File: src/rtl/dma_bus_master.sv
// rtl/dma_bus_master.sv - 68000-style DMA bus initiator copying a block of 16-bit words.
// Optional Dtack timeout is compiled in with `define DMA_TIMEOUT_EN.
module dma_bus_master #(
   parameter int TIMEOUT_CYCLES = 255,
   parameter int COUNT_W        = 16
) (
   input  logic               i_Clk,
   input  logic               i_Reset_H,
   input  logic               i_RegSelect_H,
   input  logic               i_RegWrite_H,
   input  logic [2:0]         i_RegAddr,
   input  logic [15:0]        i_RegDataIn,
   output logic [15:0]        o_RegDataOut,
   output logic [31:0]        o_DMA_Address,
   output logic [15:0]        o_DMA_DataOut,
   output logic               o_DMA_AS_L,
   output logic               o_DMA_UDS_L,
   output logic               o_DMA_LDS_L,
   output logic               o_DMA_RW,
   input  logic [15:0]        i_DataBusIn,
   input  logic               i_Dtack_L,
   input  logic               i_AS_L,
   output logic               o_BR_L,
   input  logic               i_BG_L,
   output logic               o_BGACK_L,
   output logic               o_DmaIrq_L
);

   localparam int TMO_W = $clog2(TIMEOUT_CYCLES + 1);
`ifdef DMA_TIMEOUT_EN
   localparam bit TMO_EN = 1'b1;
`else
   localparam bit TMO_EN = 1'b0;
`endif

   typedef enum logic [3:0] {
      S_IDLE, S_REQ, S_RD_ADDR, S_RD_STB, S_RD_END,
      S_WR_ADDR, S_WR_STB, S_WR_END, S_RELEASE
   } state_t;

   state_t r_state, w_next_state;

   logic [31:0]        r_src, r_dst, r_addr;
   logic [15:0]        r_dout, r_hold;
   logic [COUNT_W-1:0] r_count;
   logic               r_irq_en, r_dst_fixed, r_done, r_err, r_fail;
   logic               r_stb_l, r_rw, r_br_l, r_bgack_l;
   logic [TMO_W-1:0]   r_tmo;

   logic w_wr, w_busy, w_ctrl_wr, w_cfg_wr, w_start, w_abort_wr, w_abort;
   logic w_in_stb, w_tmo, w_set_done, w_set_err;
   logic w_stb_l, w_rw, w_br_l, w_bgack_l;
   logic [31:0] w_src_inc, w_dst_inc;

   assign w_wr       = i_RegSelect_H & i_RegWrite_H;
   assign w_busy     = (r_state != S_IDLE);
   assign w_ctrl_wr  = w_wr && (i_RegAddr == 3'd5);
   assign w_cfg_wr   = w_wr && !w_busy;
   assign w_start    = w_ctrl_wr && i_RegDataIn[0] && !w_busy;
   assign w_abort_wr = w_ctrl_wr && i_RegDataIn[3];
   assign w_abort    = r_fail | w_abort_wr;
   assign w_src_inc  = r_src + 32'd2;
   assign w_dst_inc  = r_dst + 32'd2;

   assign w_in_stb = (r_state == S_RD_STB) || (r_state == S_WR_STB);
   assign w_tmo    = TMO_EN && w_in_stb && i_Dtack_L &&
                     (r_tmo == TMO_W'(TIMEOUT_CYCLES - 1));

   assign w_set_done = (w_start && (r_count == '0)) || ((r_state == S_RELEASE) && !r_fail);
   assign w_set_err  = (r_state == S_RELEASE) && r_fail;

   always_ff @(posedge i_Clk) begin
      if (i_Reset_H) r_state <= S_IDLE;
      else           r_state <= w_next_state;
   end

   always_comb begin
      w_next_state = r_state;
      case (r_state)
         S_IDLE:    if (w_start && (r_count != '0)) w_next_state = S_REQ;
         // The CPU may still own a cycle after granting; wait for it to finish.
         S_REQ: begin
            if (w_abort_wr)                           w_next_state = S_IDLE;
            else if (!i_BG_L && i_AS_L && i_Dtack_L)  w_next_state = S_RD_ADDR;
         end
         S_RD_ADDR: w_next_state = w_abort ? S_RELEASE : S_RD_STB;
         S_RD_STB: begin
            if (!i_Dtack_L) w_next_state = S_RD_END;
            else if (w_tmo) w_next_state = S_RELEASE;
         end
         S_RD_END:  w_next_state = w_abort ? S_RELEASE : S_WR_ADDR;
         S_WR_ADDR: w_next_state = w_abort ? S_RELEASE : S_WR_STB;
         S_WR_STB: begin
            if (!i_Dtack_L) w_next_state = S_WR_END;
            else if (w_tmo) w_next_state = S_RELEASE;
         end
         S_WR_END:  w_next_state = (w_abort || (r_count == COUNT_W'(1))) ? S_RELEASE : S_RD_ADDR;
         S_RELEASE: w_next_state = S_IDLE;
         default:   w_next_state = S_IDLE;
      endcase

      w_stb_l   = !((w_next_state == S_RD_STB) || (w_next_state == S_WR_STB));
      w_rw      = !((w_next_state == S_WR_ADDR) || (w_next_state == S_WR_STB));
      w_br_l    = (w_next_state != S_REQ);
      w_bgack_l = !((w_next_state == S_RD_ADDR) || (w_next_state == S_RD_STB) ||
                    (w_next_state == S_RD_END)  || (w_next_state == S_WR_ADDR) ||
                    (w_next_state == S_WR_STB)  || (w_next_state == S_WR_END));
   end

   // Bus controls are registered from the next state so they never glitch.
   always_ff @(posedge i_Clk) begin
      if (i_Reset_H) begin
         r_stb_l   <= 1'b1;
         r_rw      <= 1'b1;
         r_br_l    <= 1'b1;
         r_bgack_l <= 1'b1;
         r_addr    <= '0;
         r_dout    <= '0;
         r_hold    <= '0;
         r_tmo     <= '0;
      end else begin
         r_stb_l   <= w_stb_l;
         r_rw      <= w_rw;
         r_br_l    <= w_br_l;
         r_bgack_l <= w_bgack_l;
         if (w_next_state == S_RD_ADDR)
            r_addr <= (r_state == S_WR_END) ? w_src_inc : r_src;
         if (w_next_state == S_WR_ADDR) begin
            r_addr <= r_dst;
            r_dout <= r_hold;
         end
         if ((r_state == S_RD_STB) && !i_Dtack_L)
            r_hold <= i_DataBusIn;
         if (TMO_EN && w_in_stb && (w_next_state == r_state))
            r_tmo <= r_tmo + 1'b1;
         else
            r_tmo <= '0;
      end
   end

   always_ff @(posedge i_Clk) begin
      if (i_Reset_H) begin
         r_src       <= '0;
         r_dst       <= '0;
         r_count     <= '0;
         r_irq_en    <= 1'b0;
         r_dst_fixed <= 1'b0;
         r_done      <= 1'b0;
         r_err       <= 1'b0;
         r_fail      <= 1'b0;
      end else begin
         if (w_cfg_wr) begin
            case (i_RegAddr)
               3'd0:    r_src[31:16] <= i_RegDataIn;
               3'd1:    r_src[15:0]  <= {i_RegDataIn[15:1], 1'b0};
               3'd2:    r_dst[31:16] <= i_RegDataIn;
               3'd3:    r_dst[15:0]  <= {i_RegDataIn[15:1], 1'b0};
               3'd4:    r_count      <= COUNT_W'(i_RegDataIn);
               default: ;
            endcase
         end
         if (r_state == S_WR_END) begin
            r_src   <= w_src_inc;
            if (!r_dst_fixed) r_dst <= w_dst_inc;
            r_count <= r_count - COUNT_W'(1);
         end
         if (w_ctrl_wr) begin
            r_irq_en    <= i_RegDataIn[1];
            r_dst_fixed <= i_RegDataIn[2];
         end
         // Write-1-to-clear takes priority over a simultaneous internal set.
         if (w_ctrl_wr && i_RegDataIn[9]) r_done <= 1'b0;
         else if (w_set_done)              r_done <= 1'b1;
         if (w_ctrl_wr && i_RegDataIn[10]) r_err <= 1'b0;
         else if (w_set_err)                r_err <= 1'b1;
         if ((r_state == S_IDLE) || (r_state == S_RELEASE))
            r_fail <= 1'b0;
         else if ((w_abort_wr && (r_state != S_REQ)) || w_tmo)
            r_fail <= 1'b1;
      end
   end

   always_comb begin
      o_RegDataOut = '0;
      case (i_RegAddr)
         3'd0:    o_RegDataOut = r_src[31:16];
         3'd1:    o_RegDataOut = r_src[15:0];
         3'd2:    o_RegDataOut = r_dst[31:16];
         3'd3:    o_RegDataOut = r_dst[15:0];
         3'd4:    o_RegDataOut = 16'(r_count);
         3'd5:    o_RegDataOut = {5'b0, r_err, r_done, w_busy, 5'b0, r_dst_fixed, r_irq_en, 1'b0};
         default: o_RegDataOut = '0;
      endcase
   end

   assign o_DMA_Address = r_addr;
   assign o_DMA_DataOut = r_dout;
   assign o_DMA_AS_L    = r_stb_l;
   assign o_DMA_UDS_L   = r_stb_l;
   assign o_DMA_LDS_L   = r_stb_l;
   assign o_DMA_RW      = r_rw;
   assign o_BR_L        = r_br_l;
   assign o_BGACK_L     = r_bgack_l;
   assign o_DmaIrq_L    = ~(r_irq_en & (r_done | r_err));

endmodule

File: config.mk
export PLATFORM = sky130hd
export DESIGN_NAME = dma_bus_master
export DESIGN_NICKNAME = d
export VERILOG_FILES = /design/src/rtl/dma_bus_master.sv
export SDC_FILE = /design/constraint.sdc
export NUM_CORES = 1
export LEC_CHECK = 0
export CORE_ASPECT_RATIO = 1.2
export CORE_MARGIN = 8
export CORE_UTILIZATION = 45
export DETAILED_ROUTE_END_ITERATION = 16
export HOLD_SLACK_MARGIN = 0.05
export PLACE_DENSITY_LB_ADDON = 0.3
export REMOVE_ABC_BUFFERS = 1
export SLEW_MARGIN = 5
export SYNTH_ARGS = -nofsm -noshare
export SYNTH_HDL_FRONTEND = slang
export SYNTH_SLANG_ARGS = --single-unit
File: constraint.sdc
create_clock -name i_Clk -period 3 [get_ports i_Clk]
set_input_delay 0.3 -clock i_Clk [delete_from_list [all_inputs] [get_ports i_Clk]]
set_output_delay 0.3 -clock i_Clk [all_outputs]
set_load 0.02 [all_outputs]
Yosys cells after proc, flatten, opt, wreduce, memory -nomap -nowiden:

Cells that the tools add are included.

* word-level logic and storage cells: 121
* memory bits (read-only): 0
* output and inout port bits: 71
* RAM bits: 0
* flip-flop bits (word level): 157
* memories kept: 0
* latch bits: 0

* shifts and indexed selects: 0
* $lt $le $gt $ge: 0
* equality and inequality tests: 22
* muxes and demuxes: 26
* reduce and logical (&&, ||, !) cells: 48
* divide/modulo/power cells: 0
* bitwise gates (word level): 5
* multiply operators: 0
* $add $sub $neg: 3

Operators with widths (number)
* $mux 32: 8
* $mux 16: 7
* $pmux 16 s6: 1
* $add 32x2->32 const B: 2
* $mux 4: 9
* $eq 4x3->1 const B: 8
* $pmux 4 s8: 1
* $eq 16x1->1 const B: 1
* $eq 4x2->1 const B: 4
* $logic_not 16->1: 1
* $reduce_bool 16->1: 1
* $sub 16x1->16 const B: 1
* $logic_and 1x1->1: 15
* $logic_or 1x1->1: 10
* $reduce_bool 2->1: 5
* $ne 4x1->1 const B: 2
* $logic_not 1->1: 7
* $eq 3x2->1 const B: 2
* $eq 3x3->1 const B: 2
* $reduce_and 2->1: 3
* $reduce_or 2->1: 3
* $eq 4x1->1 const B: 1
* $eq 4x4->1 const B: 1
* $logic_not 4->1: 1
* other kinds (6): 8

Longest topological paths before layout:

Gate-level depths: netlist (run 1).

* depth after elaboration: 14
* gate-level depth with buffers: 10
* depth with buffers taken out: 8

Worst setup path before layout (run 1):

OpenSTA, ideal clock, no wires.

* kind: register -> register
* from: register r_count[4]
* to: register r_count[11]
* slack: 817 ps
* cell stages (with the launch flop): 9
* data arrival time: 2115 ps
* required time: 2933 ps
* path through: dfxtp_1 > buf_6 > or4_4 > or3_1 > buf_6 > or4_4 > nor2_2 > a21oi_1 > a21oi_2

* longest elaborated chain between the ends: 2

RTL lines
* start, declared: RTL line 45 `logic [COUNT_W-1:0] r_count;`
* start signal, assigned: RTL line 158 `3'd4: r_count <= COUNT_W'(i_RegDataIn);`
* start signal, assigned: RTL line 165 `r_count <= r_count - COUNT_W'(1);`
* $sub 16x1->16: RTL line 165
* $mux 16: RTL line 162 `if (r_state == S_WR_END) begin`

No other way between the ends.
A chain may end at the register's enable or synchronous reset.

Final worst setup path (run 1):

* from: input port i_RegAddr[0]
* to: output port o_RegDataOut[8]

* longest elaborated chain between the ends: 2

RTL lines
* start, declared: RTL line 11 `input logic [2:0] i_RegAddr,`
* $eq 3x3->1 (tied with other cells): RTL line 185 `case (i_RegAddr)`
* $pmux 16 s6 *: RTL line 185
* end, declared: RTL line 13 `output logic [15:0] o_RegDataOut,`

Mark *: on every way between the ends. The rest lies on a longest branch, timed or not.

==> metrics.md, run 1 <==
| Metric | Value |
|---|---|
| Status | finished, final reports clean |
| Resized cells post-CTS | 0 |
| GRT overflow | 0 |
| Setup ws final | 0.0942 ns |
| RSZ-0062 raised after global routing | false |
| Setup-failing EPs final | 0 |
| Max Buffers Root-to-Sink | 2 |
| Simple-Gate Fraction of Synth Area | 27.6% |
| CTS buffer count | 17 |
| Total track usage | 27.3% |
| CTS Sinks | 156 |
| Drt via density | 6.28 |
| Peak supply drop | 0.378 mV |
| Clk slew on worst S/H paths | 0.07 ns |
| Layout Nets | 1307 |
| H-tree depth | 4 |
| Main flop type after synthesis | dfxtp_1 |
| Yosys warnings | 0 |
| I/O pins | 113 |
| Post-DP HPWL | 24.4 mm |
| R2R cell count | 9 |
| Post-CTS Setup Inserts | 0 |
| Max frequency | 0.344 GHz |
| Die H | 169 µm |
| Cell leakage power | 3.78 nW |
| Seq/Total Area, Yosys | 35.6% |
| Number of synthesized flops with an enable pin | 0 |
| Clk pwr share | 45.7% |
| Syn Area/Cell | 7.61 µm² |
| Layout cells sized above 1 | 10.9% |
| Final instance area | 0.0110 mm² |
| R2R Setup Slk | 0.30 ns |
| First drt pass iteration count | 5 |
| Die Span X | 143 µm |
| Switch share | 29.5% |
| Peak fanout along the critical path | 20 |
| Seq pwr share | 43.8% |
| Part of the cycle the worst path needs | 96.9% |
| Dpl cells | 1502 |
| CP Launch Type | input port |
| Dpl ws | 0.0922 ns |
| WL/cell | 21.9 µm |
| Crit path cell chain | clkdlybuf4s50_1, buf_12, mux4_2, a22o_1, clkdlybuf4s50_1 |
| Final antenna-violating net count | 0 |
| DRC | 0 |
| CP most frequent cell | clkdlybuf4s50_1 |
| Critical path's slowest cell | clkdlybuf4s50_1 |
| Worst EP required | 2.70 ns |
| I/O Buffers | 112 |
| Post-synthesis mux area share | 4.30% |
| Reg2reg end | o_DMA_Address[11] |
| Row count | 56 |
| Max_slew headroom | 44.4% |
| DR iter-0 viols | 970 |
| Slew @ Worst Pin | 0.833 ns |
| CTS Hold Bufs | 0 |
| Die area | 0.0242 mm² |
| First-pass GRT wire length | 50.8 mm |
| Crit path DAT | 2.61 ns |
| Antenna diode count | 0 |
| Vias in the first global route | 8807 |
| Critical Path Sink | o_RegDataOut[8] |
| Worst-Skew Late Latency | 0.44 ns |
| CTS root buf | clkbuf_16 |
| Maximum capacitance violations | 0 |
| Final hold violations | 0 |
| Pins Over Slew Limit | 0 |
| Routed wire length | 33.6 mm |
| PwrDens | 444 mW/mm² |
| Largest net degree at the start of global routing | 78 |
| Register bit count reported by yosys | 156 |
| Area grow syn2layout | 25.9% |
| Kind of end point of the critical path | primary output |
| Synth Area in XOR/XNOR | 2.00% |
| GP Congestion | 1.01 |
| Clock skew | 0.0100 ns |
| Area share of fa/ha/maj cells after synthesis | 0.714% |
| Mapped cell area | 0.00876 mm² |
| Internal power | 3.45 mW |
| Main combinational cell family by area after synthesis | simple AND/OR/NAND/NOR gates |
| Setup TNS | 0 ns |
| Post-synthesis cell count | 1152 |
| TritonCTS clock tree | yes |
| Post-synthesis compound-gate area fraction | 24.1% |
| Hold crit path type | input port to flip-flop |
| R2r startpoint | r_count[0] |
| Core area | 0.0193 mm² |
| Worst setup path startpoint | i_RegAddr[0] |
| Initial antenna violation count | 0 |
| Ys async rst share | 0% |
| CP max stage delay | 0.70 ns |
| Utilization after layout | 57.0% |
| Post-synth cell types | 73 |
| Sw Pwr | 1.44 mW |
| Comb pwr share | 10.5% |
| Via count | 9631 |
| Crit Path Category | input port to primary output |
| Tmin final | 2.91 ns |
| Placed Area | 0.0104 mm² |
| Starting density of the core | 45.3% |
| Finished Layout Cells | 1534 |
layout by cell type (no fill, tap or decap), types with 6 or more instances in the layout:
cell             instances
nor3_1                  39
nand2b_1                 7
o22ai_1                 12
xor2_1                   9
nand4_1                 27
or3_1                   10
dfxtp_1                156
and3_1                  19
o21ai_0                 50
a211oi_1                13
clkdlybuf4s50_1        111
and2_1                   6
mux2_2                   9
xnor2_1                 11
inv_8                    7
nor2_1                  96
a22oi_1                 28
or4_1                    7
nand3_1                 62
clkbuf_16               17
a221oi_1                 7
a21oi_1                125
nor4_1                  21
inv_1                   19
nand2_1                155
o211ai_1                17
buf_4                   70
mux2i_1                 23
a31oi_1                 30
a311oi_1                 6
per-layer routing:
metal | share of wire [%] | routed length, µm | up-vias | global-route usage (%)
met4 | 5.9 | 1970 | 0 | 16.8
met5 | 0 | 0 | - | 0
met1 | 41 | 13600 | 4548 | 34.3
met2 | 45 | 15200 | 485 | 42.4
met3 | 8.3 | 2790 | 123 | 5.33
li1 | - | - | 4475 | -
Yosys cell counts, drive strengths merged, types with 13 or more instances:
cell type,instances,area [µm²]
mux2i,23,230
nor3,39,195
nor4,26,205
a31oi,30,188
nor2,97,367
a211oi,13,97.6
o211ai,17,128
inv,19,71.3
a21oi,126,634
nand4,27,169
nand3,62,310
nand2,155,582
clkbuf,67,253
and3,19,119
buf,30,170
dfxtp,156,3120
o21ai,51,255
a22oi,28,210
critical path: cells and delay by family:
family                 cells  cell delay (ns)
muxes                      1             0.54
AOI/OAI and AO/OA          1             0.28
buffers and inverters      3             1.48
stage by stage:
| step | hold slack [ns] | power, mW |
|---|---|---|
| CTS | 0.128 | 4.91 |
| detailed placement | 0.443 | 2.69 |
| finish | 0.145 | 4.89 |
| global placement | 0.435 | 2.69 |
| floorplan | 0.362 | 2.38 |
| global route | 0.142 | 5.03 |
flip-flops by register name (all words and copies together) (netlist names), 4 cells and up:
| signal | count |
|---|---|
| r_src | 31 |
| o_DMA_Address | 32 |
| r_dst | 32 |
| r_hold | 16 |
| o_DMA_DataOut | 16 |
| r_state | 4 |
| r_count | 16 |
power groups by stage:
stage	clock, mW	sequential, mW	combinational, mW
floorplan	0	2.21	0.176
global placement	0	2.19	0.502
detailed placement	0	2.19	0.503
CTS	2.26	2.14	0.506
global route	2.34	2.15	0.543
finish	2.23	2.14	0.515
final cells by class:
type / instances / area (µm²)
tap: 261 / 327
timing repair buffer: 186 / 1740
clock buffer: 17 / 425
multi-input combinational: 880 / 5160
sequential: 156 / 3120
inverter: 19 / 71.3
fill: 1866 / 8310
clock inverter: 15 / 185
how the worst min path moves through the flow:
stage                        end       start  slack (ns)  cells after the start
3_3_place_gp   o_DMA_DataOut[15]  r_hold[15]        0.43                      2
3_5_place_dp    o_DMA_DataOut[1]   r_hold[1]        0.44                      2
5_1_grt                r_src[28]   i_Reset_H        0.14                      2
6_report               r_src[28]   i_Reset_H        0.14                      2
4_1_cts                r_src[26]   i_Reset_H        0.13                      2
2_1_floorplan        r_count[11]   i_Reset_H        0.36                      1
logic make-up after synthesis:
group	count (synthesis)
compound gates	336
xor+xnor	20
fa+ha+maj	5
buf+inv	116
flops	156
mux	34
simple gates	485
No activity file was read; power rests on OpenSTA's default activity.
==> inputs of run 2 (changes only) <==
- CAP_MARGIN: default -> 20
==> results of run 2 <==
Final layout, timing and power as in run 1 (identical DEF).
==> inputs of run 3 (changes only) <==
- PLACE_DENSITY: default -> 0.73
- PLACE_DENSITY_LB_ADDON: 0.3 -> default
==> run 3 against run 2 <==
Effect of this change:
- die area unchanged
- cell count down 0.26%
- sequential power hardly changed
- clock skew shrank 0.0021 ns
- hold slack worse by 0.015 ns
- clock power about the same
- combinational power fell by 1%
- register-to-register slack better by 0.10 ns
- count of clock-buffer cells in the layout stayed put
- first-iteration DRC count rose by 11%
- sequential share of layout area about the same
- via count barely moved
- largest cell class unchanged
==> metrics.md, run 3 (same netlist as run 1, synthesis figures left out) <==
| Metric | Value |
|---|---|
| Antenna diode count | 0 (unchanged) |
| Die area | 0.0242 mm² (unchanged) |
| TritonCTS clock tree | yes |
| Initial antenna violation count | 0 (unchanged) |
| I/O Buffers | 112 (unchanged) |
| First drt pass iteration count | 6 (+1) |
| Max Buffers Root-to-Sink | 2 (unchanged) |
| DRC | 0 (unchanged) |
| Resized cells post-CTS | 0 (unchanged) |
| CTS Hold Bufs | 0 (unchanged) |
| Min-Delay Path Depth | 2 (unchanged) |
| Clk slew on worst S/H paths | 0.07 ns (about the same) |
| Tmin final | 2.85 ns (-0.0596 ns) |
| Commonest non-fill, non-tap cell in the layout | dfxtp_1 |
| Post-CTS Setup Inserts | 0 (unchanged) |
| Worst EP required | 2.70 ns (about the same) |
| Post-DP HPWL | 24.2 mm (-0.75%) |
| H-tree depth | 4 (unchanged) |
| Area grow syn2layout | 25.7% |
| CTS root buf | clkbuf_16 |
| PnR Total Power | 4.89 mW (-0.16%) |
| Pins Over Slew Limit | 0 (unchanged) |
| Part of the cycle the worst path needs | 94.9% (-2.0 points) |
| Setup-failing EPs final | 0 (unchanged) |
| Total track usage | 27.5% (+0.12 points) |
| Core area | 0.0193 mm² (unchanged) |
| Seq pwr share | 43.9% (about the same) |
| Max frequency | 0.351 GHz (+2.1%) |
| RSZ-0062 raised after global routing | false |
| Largest net degree at the start of global routing | 71 (-9.0%) |
| Sw Pwr | 1.38 mW (-4.2%) |
| Row count | 56 (unchanged) |
| Hold crit path type | input port to flip-flop |
| First-pass GRT wire length | 51.3 mm (+1.1%) |
| Maximum capacitance violations | 0 (unchanged) |
| Drt via density | 6.30 (+0.28%) |
| Layout cells sized above 1 | 10.6% (-0.28 points) |
| Starting density of the core | 45.3% (unchanged) |
| Status | finished, final reports clean |
| Via count | 9633 (+0.021%) |
| Dpl cells | 1498 (-0.27%) |
| GP Congestion | 0.965 (-4.6%) |
| Die Span X | 143 µm (unchanged) |
| Clock skew | 0.00786 ns (-0.00215 ns) |
| GRT overflow | 0 (unchanged) |
| Finished Layout Cells | 1530 (-0.26%) |
| CP Launch Type | input port |
| Internal power | 3.50 mW (+1.5%) |
| Most frequent cells in the layout | 156 x dfxtp_1, 155 x nand2_1, 125 x a21oi_1, 111 x clkdlybuf4s50_1, 96 x nor2_1 |
| I/O pins | 113 (unchanged) |
| CTS Sinks | 156 (unchanged) |
| Peak supply drop | 0.346 mV (-8.5%) |
| PwrDens | 444 mW/mm² (about the same) |
| Vias in the first global route | 9044 (+2.7%) |
| Peak fanout along the critical path | 11 (-45%) |
| Slew @ Worst Pin | 0.775 ns (-0.0579 ns) |
| Die H | 169 µm (unchanged) |
| Clk pwr share | 45.6% (about the same) |
| Routed wire length | 33.3 mm (-0.87%) |
| Fill cells | 1832 (-1.8%) |
| Crit path DAT | 2.55 ns (-0.06 ns) |
| Cell leakage power | 3.77 nW (-0.48%) |
| DR iter-0 viols | 1073 (+11%) |
| Switch share | 28.3% (-1.2 points) |
| Comb pwr share | 10.4% (about the same) |
| Worst-Skew Late Latency | 0.44 ns (about the same) |
| Final antenna-violating net count | 0 (unchanged) |
| Kind of end point of the critical path | primary output |
| R2R cell count | 6 (-3) |
| WL/cell | 21.8 µm (-0.61%) |
| Max_slew headroom | 48.3% (+3.9 points) |
| Crit Path Category | input port to primary output |
| Final hold violations | 0 (unchanged) |
| Layout Nets | 1303 (-0.31%) |
| CTS buffer count | 17 (unchanged) |
[run 3: cell count changes in the layout (fill, tap and decap cells not counted)]
cell	previous run	this run
clkinv_8	4	1
buf_12	5	7
inv_12	1	0
clkinvlp_4	1	3
bufinv_16	0	1
buf_4	70	64
inv_6	1	2
[run 3: layout make-up]
type / instances / area, µm² / share of cell area (%)
multi-input cells: 880 / 5160 / 46.9
flip-flops and latches: 156 / 3120 / 28.4
repair buffers: 182 / 1730 / 15.7
clock buffers: 17 / 425 / 3.86
well taps: 261 / 327 / 2.96
clock inverters: 15 / 174 / 1.58
inverters: 19 / 71.3 / 0.647
[run 3: worst max-delay path, stage by stage]
cell and delay [ns]:
clkdlybuf4s50_1 0.59, buf_4 0.27, nor2_1 0.22, a22oi_1 0.13
o22a_1 0.20, o21ai_0 0.14, clkdlybuf4s50_1 0.68
[run 3: worst paths after layout]
path,start,slack (ns),end
worst max-delay path,i_RegAddr[1],0.15,o_RegDataOut[2]
worst min-delay path,i_Reset_H,0.13,o_DMA_Address[27]
worst max register to register,r_dst[8],0.40,r_dst[31]
worst min register to register,r_hold[7],0.45,o_DMA_DataOut[7]
[run 3: power groups by stage]
stage,sequential (mW),clock (mW),combinational [mW]
2_1_floorplan,2.21,0,0.176
3_3_place_gp,2.19,0,0.497
3_5_place_dp,2.19,0,0.502
4_1_cts,2.14,2.24,0.503
5_1_grt,2.15,2.33,0.538
6_report,2.15,2.23,0.510
[run 3: layer usage]
metal  track usage, %  part of all wire (%)  vias to the layer above
met5                0                     0                        -
met4             17.2                   6.0                        0
met3             4.40                   8.8                      121
met2             44.1                    47                      517
met1             33.7                    38                     4513
li1                 -                     -                     4482
[run 3: metrics by stage]
step | setup WS (ns) | area (µm²) | utilization [%] | hold WS, ns | setup TNS, ns
final | 0.154 | 11000 | 57.0 | 0.130 | 0
after global routing | 0.103 | 11000 | 57.0 | 0.136 | 0
after CTS | 0.155 | 11000 | 57.0 | 0.117 | 0
after detailed placement | -0.0471 | 10400 | 53.9 | 0.444 | -0.0514
after global placement | -0.00267 | 10400 | 53.9 | 0.437 | -0.00267
after floorplan | -0.605 | 8340 | - | 0.362 | -21.11
